### src/rtl/seq_tx_if.sv
// ---------------------------------------------------------------------------
// seq_tx_if : request / serial-output bundle for seq_tx.
//
//   in_valid  request to transmit in_pat / in_rep      (master -> slave)
//   in_ready  slave can accept a request               (slave  -> master)
//   in_pat    pattern, sent MSB first                  (master -> slave)
//   in_rep    repetition count minus one               (master -> slave)
//   abort     terminate the frame in progress          (master -> slave)
//   dout      serial data bit                          (slave  -> master)
//   dout_vld  dout carries a pattern bit               (slave  -> master)
//   busy      frame in progress                        (slave  -> master)
//   done      pulse on the last bit of a frame         (slave  -> master)
// ---------------------------------------------------------------------------
interface seq_tx_if #(
    parameter int PAT_W = 4
);
    logic             in_valid;
    logic             in_ready;
    logic [PAT_W-1:0] in_pat;
    logic [3:0]       in_rep;
    logic             abort;
    logic             dout;
    logic             dout_vld;
    logic             busy;
    logic             done;

    modport master (
        output in_valid, in_pat, in_rep, abort,
        input  in_ready, dout, dout_vld, busy, done
    );

    modport slave (
        input  in_valid, in_pat, in_rep, abort,
        output in_ready, dout, dout_vld, busy, done
    );
endinterface

### src/rtl/seq_tx.sv
// ---------------------------------------------------------------------------
// seq_tx : repeating serial pattern transmitter.
//
// Accepts a PAT_W-bit pattern plus a repeat count, then shifts the pattern
// out MSB first, (in_rep+1) times, with GAP idle cycles between repetitions.
// dout / dout_vld / done are registered and the first bit appears in the
// cycle right after the accepting edge.
//
// Ports:
//   clk   single clock, rising edge
//   rst   asynchronous, active-high reset
//   bus   seq_tx_if.slave (request in, serial stream and status out)
//
// Parameters:
//   PAT_W pattern width, 2..16
//   GAP   idle cycles between repetitions, 0..15
// ---------------------------------------------------------------------------
module seq_tx #(
    parameter int PAT_W = 4,
    parameter int GAP   = 2
) (
    input  logic     clk,
    input  logic     rst,
    seq_tx_if.slave  bus
);
    localparam int              BW      = $clog2(PAT_W);
    localparam logic [BW-1:0]   BIT_MSB = BW'(PAT_W - 1);
    localparam logic [BW-1:0]   BIT_ONE = BW'(1);
    // Gap counter runs GAP-1 .. 0, so GAPW lasts exactly GAP cycles.
    localparam logic [3:0]      GAP_M1  = (GAP > 0) ? 4'(GAP - 1) : 4'd0;

    typedef enum logic [1:0] {
        IDLE = 2'd0,
        SEND = 2'd1,
        GAPW = 2'd2
    } state_t;

    // Registered state
    state_t           r_state;
    logic [PAT_W-1:0] r_pat;
    logic [BW-1:0]    r_bit;    // index of the bit currently on dout
    logic [3:0]       r_rep;    // repetitions still to send after this one
    logic [3:0]       r_gap;    // remaining gap cycles minus one
    logic             r_dout;
    logic             r_vld;
    logic             r_done;

    // Next-state values
    state_t           w_state_nxt;
    logic [PAT_W-1:0] w_pat_nxt;
    logic [BW-1:0]    w_bit_nxt;
    logic [3:0]       w_rep_nxt;
    logic [3:0]       w_gap_nxt;
    logic             w_dout_nxt;
    logic             w_vld_nxt;
    logic             w_done_nxt;
    logic [BW-1:0]    w_bit_dec;

    assign w_bit_dec = r_bit - BIT_ONE;

    // -----------------------------------------------------------------------
    // Next-state / next-output logic. Outputs are computed one cycle ahead
    // so the registered dout lines up with the state it belongs to.
    // -----------------------------------------------------------------------
    always_comb begin
        w_state_nxt = r_state;
        w_pat_nxt   = r_pat;
        w_bit_nxt   = r_bit;
        w_rep_nxt   = r_rep;
        w_gap_nxt   = r_gap;
        w_dout_nxt  = 1'b0;
        w_vld_nxt   = 1'b0;
        w_done_nxt  = 1'b0;

        case (r_state)
            IDLE: begin
                // abort is deliberately not looked at here
                if (bus.in_valid) begin
                    w_state_nxt = SEND;
                    w_pat_nxt   = bus.in_pat;
                    w_rep_nxt   = bus.in_rep;
                    w_bit_nxt   = BIT_MSB;
                    w_dout_nxt  = bus.in_pat[PAT_W-1];
                    w_vld_nxt   = 1'b1;
                end
            end

            SEND: begin
                if (bus.abort) begin
                    w_state_nxt = IDLE;
                    w_pat_nxt   = '0;
                    w_bit_nxt   = '0;
                    w_rep_nxt   = '0;
                    w_gap_nxt   = '0;
                end else if (r_bit == '0) begin
                    // LSB is on the line this cycle
                    if (r_rep == 4'd0) begin
                        w_state_nxt = IDLE;
                        w_pat_nxt   = '0;
                    end else if (GAP > 0) begin
                        w_state_nxt = GAPW;
                        w_gap_nxt   = GAP_M1;
                    end else begin
                        // back-to-back repetition, no invalid cycle
                        w_bit_nxt   = BIT_MSB;
                        w_rep_nxt   = r_rep - 4'd1;
                        w_dout_nxt  = r_pat[PAT_W-1];
                        w_vld_nxt   = 1'b1;
                    end
                end else begin
                    w_bit_nxt   = w_bit_dec;
                    w_dout_nxt  = r_pat[w_bit_dec];
                    w_vld_nxt   = 1'b1;
                    // done rides with the LSB of the final repetition
                    w_done_nxt  = (r_bit == BIT_ONE) && (r_rep == 4'd0);
                end
            end

            GAPW: begin
                if (bus.abort) begin
                    w_state_nxt = IDLE;
                    w_pat_nxt   = '0;
                    w_bit_nxt   = '0;
                    w_rep_nxt   = '0;
                    w_gap_nxt   = '0;
                end else if (r_gap == 4'd0) begin
                    w_state_nxt = SEND;
                    w_bit_nxt   = BIT_MSB;
                    w_rep_nxt   = r_rep - 4'd1;
                    w_dout_nxt  = r_pat[PAT_W-1];
                    w_vld_nxt   = 1'b1;
                end else begin
                    w_gap_nxt   = r_gap - 4'd1;
                end
            end

            default: begin
                w_state_nxt = IDLE;
            end
        endcase
    end

    // -----------------------------------------------------------------------
    // State and output registers
    // -----------------------------------------------------------------------
    always_ff @(posedge clk or posedge rst) begin
        if (rst) begin
            r_state <= IDLE;
            r_pat   <= '0;
            r_bit   <= '0;
            r_rep   <= '0;
            r_gap   <= '0;
            r_dout  <= 1'b0;
            r_vld   <= 1'b0;
            r_done  <= 1'b0;
        end else begin
            r_state <= w_state_nxt;
            r_pat   <= w_pat_nxt;
            r_bit   <= w_bit_nxt;
            r_rep   <= w_rep_nxt;
            r_gap   <= w_gap_nxt;
            r_dout  <= w_dout_nxt;
            r_vld   <= w_vld_nxt;
            r_done  <= w_done_nxt;
        end
    end

    // in_ready drops combinationally with rst so nothing is offered while
    // the block is held in reset.
    assign bus.in_ready = (r_state == IDLE) && !rst;
    assign bus.busy     = (r_state != IDLE);
    assign bus.dout     = r_dout;
    assign bus.dout_vld = r_vld;
    assign bus.done     = r_done;

endmodule

### src/flat_wrapper.sv
// flat-port wrapper written by rule: the top's interface ports become plain ports
module seq_tx_flat 
#(
    parameter int PAT_W = 4,
    parameter int GAP   = 2
)
  (clk, rst, bus_in_valid, bus_in_pat, bus_in_rep, bus_abort, bus_in_ready, bus_dout, bus_dout_vld, bus_busy, bus_done);
  seq_tx_if #(.PAT_W(PAT_W)) bus_i ();
  input  logic clk;
  input  logic rst;
  input wire logic [$bits(bus_i.in_valid)-1:0] bus_in_valid;
  input wire logic [$bits(bus_i.in_pat)-1:0] bus_in_pat;
  input wire logic [$bits(bus_i.in_rep)-1:0] bus_in_rep;
  input wire logic [$bits(bus_i.abort)-1:0] bus_abort;
  output wire logic [$bits(bus_i.in_ready)-1:0] bus_in_ready;
  output wire logic [$bits(bus_i.dout)-1:0] bus_dout;
  output wire logic [$bits(bus_i.dout_vld)-1:0] bus_dout_vld;
  output wire logic [$bits(bus_i.busy)-1:0] bus_busy;
  output wire logic [$bits(bus_i.done)-1:0] bus_done;
  assign bus_i.in_valid = bus_in_valid;
  assign bus_i.in_pat = bus_in_pat;
  assign bus_i.in_rep = bus_in_rep;
  assign bus_i.abort = bus_abort;
  assign bus_in_ready = bus_i.in_ready;
  assign bus_dout = bus_i.dout;
  assign bus_dout_vld = bus_i.dout_vld;
  assign bus_busy = bus_i.busy;
  assign bus_done = bus_i.done;
  seq_tx #(.PAT_W(PAT_W), .GAP(GAP)) u_core (.clk(clk), .rst(rst), .bus(bus_i));
endmodule
### config.mk
export PLATFORM = sky130hd
export DESIGN_NAME = seq_tx_flat
export DESIGN_NICKNAME = d
export VERILOG_FILES = /design/src/rtl/seq_tx_if.sv /design/src/rtl/seq_tx.sv /design/src/flat_wrapper.sv
export SDC_FILE = /design/constraint.sdc
export NUM_CORES = 1
export LEC_CHECK = 0
export ABC_AREA = 1
export CAP_MARGIN = 20
export CELL_PAD_IN_SITES_DETAIL_PLACEMENT = 1
export CELL_PAD_IN_SITES_GLOBAL_PLACEMENT = 1
export CORE_MARGIN = 2
export CORE_UTILIZATION = 25
export DETAILED_ROUTE_END_ITERATION = 16
export PLACE_DENSITY_LB_ADDON = 0.1
export SETUP_SLACK_MARGIN = 0.3
export SKIP_LAST_GASP = 1
export SYNTH_ARGS = -nofsm -noshare
export SYNTH_HDL_FRONTEND = slang
export SYNTH_SLANG_ARGS = --single-unit
### constraint.sdc
create_clock -name clk -period 1.7 [get_ports clk]
set_input_delay 0.17 -clock clk [delete_from_list [all_inputs] [get_ports clk]]
set_output_delay 0.17 -clock clk [all_outputs]
set_load 0.03 [all_outputs]
==> run metrics <==
Hold Crit Class=in -> async; FF-to-FF setup slack=250 ps; CTS buffer count=3; YS warnings=0; CTS tree=done; area of the die=between 0.005 and 0.006 mm^2; number of vias per cell=4.33; worst slew pin tran=303 ps; synthesis-stage register bit count=19; WL/cell=13.0 um; Clk pin slew, worst setup/hold paths=70 ps; flip-flop and latch area=477 um^2; RSZ-0062 raised after global routing=yes; achievable frequency=0.689 GHz; die width=75.2 um; Port Buffers=16; via count=around 1.2k; fin. max-slew vios=0; drt first-iter violations=27; CTS sink count=19; min cycle time layout=1450 ps; Setup-failing EPs final=0; Longest Clk Path Bufs=2; multi-input combinational cell area=slightly above 800 um^2; Clock Latency Late Sink=approximately 260 ps; worst reg2reg endpoint=u_core.r_rep[0]; DR DRC count=0; WS Path Type=reg -> reg; commonest non-fill, non-tap cell in the layout=nand2_1; post-route cell area=around 0.0018 mm^2; Critical Path End Type=register; status=finished, final reports clean; GP Congestion=0.818; CP max FO=5; register area share after synthesis=37.5%; Area Growth Syn to Fin=43.6%; final WL=3.60 mm; Max Cap Viol=0; pwr dens=1890 mW/mm^2; GRT Overall Usage=~14%; Final Cycle Share=between 80% and 90%; Post-Syn Area=approximately 0.0013 mm^2; DR pass1 iterations=4; nets=roughly 230; Worst Path Required=1850 ps; Placement Cell Area=0.00154 mm^2; relative slew slack=79.9%; fin util=37.8%; Initial Util=about a quarter; ANT nets after route=0; Net Count, Synth=198; Power Total=3.44 mW; FP Rows=25; global-route wire length before repair=6.11 mm; maximum VDD drop=0.581 mV; GR Overflow Total=0; syn_area_per_cell=7.20 um^2; CP Launch Type=register; Netlist cell types=21; Leakage=just under 0.9 nW; CP Data Arrival Time=1600 ps; Final Skew=1.66 ps; share of cells above drive strength 1=31.0%; initial antenna violation count=0; most frequent cells in the layout=nand2_1 (49), inv_1 (18), dfrtp_1 (18); crit path to=u_core.r_rep[0]; Hold-fix buffers, CTS=0; Fin. Hold Viols=0; Die H=75.2 um; largest net degree at the start of global routing=20; Core Box Area=approximately 0.0048 mm^2; CTS H-tree depth=1; worst r2r src=u_core.r_state[0]; CTS root buffer=clkbuf_8; n_diodes=0; vias in the first global route=1308; I/O Pins=17; layout filler cell count=601; Mapped Cells=176; Critical Path Start=u_core.r_state[0]; DP Wirelength=between 2 and 3 mm; cell count of the worst reg-to-reg path=9
[cell families after synthesis]
kind of cell,Yosys count,synth area share (%)
adders and majority gates,10,9.87
and+or+nand+nor,98,35.2
AOI/OAI and AO/OA,21,8.69
xor gates and xnor gates,1,0.691
buffers and inverters,27,8.00
DFF,19,37.5
[worst max-delay path: stages, from the launching register on]
cell     delay (ps)
dfrtp_1         400
inv_2           120
ha_4            170
inv_4            40
nor2_4          190
nand2_4         100
nand3_4         130
inv_4            70
nand2_1          60
o21ai_1          60
[stage by stage]
| stage | instances | TNS, ps | worst slack, ps | hold WS, ps |
|---|---|---|---|---|
| detailed placement | 261 | -2.70 | -2.70 | 487 |
| floorplan | 176 | 0 | 302 | 121 |
| global route | 277 | 0 | 157 | 376 |
| CTS | 273 | 0 | 251 | 283 |
| finish | 277 | 0 | 249 | 332 |
| global placement | 261 | 0 | 71.8 | 474 |
[how the worst min path moves through the flow]
stage / from / depth (start not counted) / endpoint / slack, ps
final: rst / 3 / u_core.r_rep[3] / 330
after global routing: rst / 3 / u_core.r_rep[3] / 380
after CTS: rst / 3 / u_core.r_rep[3] / 280
after detailed placement: u_core.r_pat[1] / 2 / u_core.r_pat[1] / 490
after global placement: u_core.r_bit[1] / 2 / u_core.r_bit[1] / 470
after floorplan: rst / 1 / u_core.bus.done / 120
[layer usage]
metal	up-vias	wire, um	track usage [%]	part of all wire (%)
met5	-	0	0	0
met4	0	13	2.73	0.36
met3	2	112	3.35	3.1
met2	15	1940	26.8	54
met1	570	1530	16.7	43
li1	613	-	-	-
[where the power goes]
group / switching, mW / internal [mW]
clock: 0.156 / 0.167
sequential: 0.138 / 0.636
combinational: 1.39 / 0.952
total: 1.69 / 1.76
[synthesized netlist by cell type]
cell	number	area share [%]
a21boi_0	1	0.59
a21oi_1	5	2.0
clkinv_1	1	0.30
dfrtp_1	19	38
ha_1	10	9.9
inv_1	22	6.5
inv_2	4	1.2
nand2_1	59	17
nand2_2	2	0.99
nand2_4	1	0.89
nand3_1	10	3.9
nand3_4	1	1.4
nand4_1	1	0.49
nor2_1	17	5.0
nor2_2	2	0.99
nor2_4	4	3.6
o21ai_0	8	3.2
o21ai_1	6	2.4
o21bai_1	1	0.59
or2_2	1	0.49
xor2_1	1	0.69
[repair_timing]
item,CTS,global route
hold endpoints to repair,0,0
setup endpoints to repair,23,21
setup buffers,8,4
gates resized for setup,50,19
pin swaps,12,11
[final cells by class]
type	instances	share of cell area, %
multi-input cells	130	45.4
flip-flops and latches	19	26.2
repair buffers	30	15.1
inverters	27	6.32
well taps	67	4.60
clock buffers	4	2.47
[sequential cells by signal, summed over array words and instances (netlist names)]
name	flops
u_core.r_gap	4
u_core.r_pat	4
u_core.r_rep	4
u_core.r_bit	2
u_core.r_state	2
u_core.bus.done	1
u_core.bus.dout	1
u_core.bus.dout_vld	1
No activity file was read; power rests on OpenSTA's default activity.
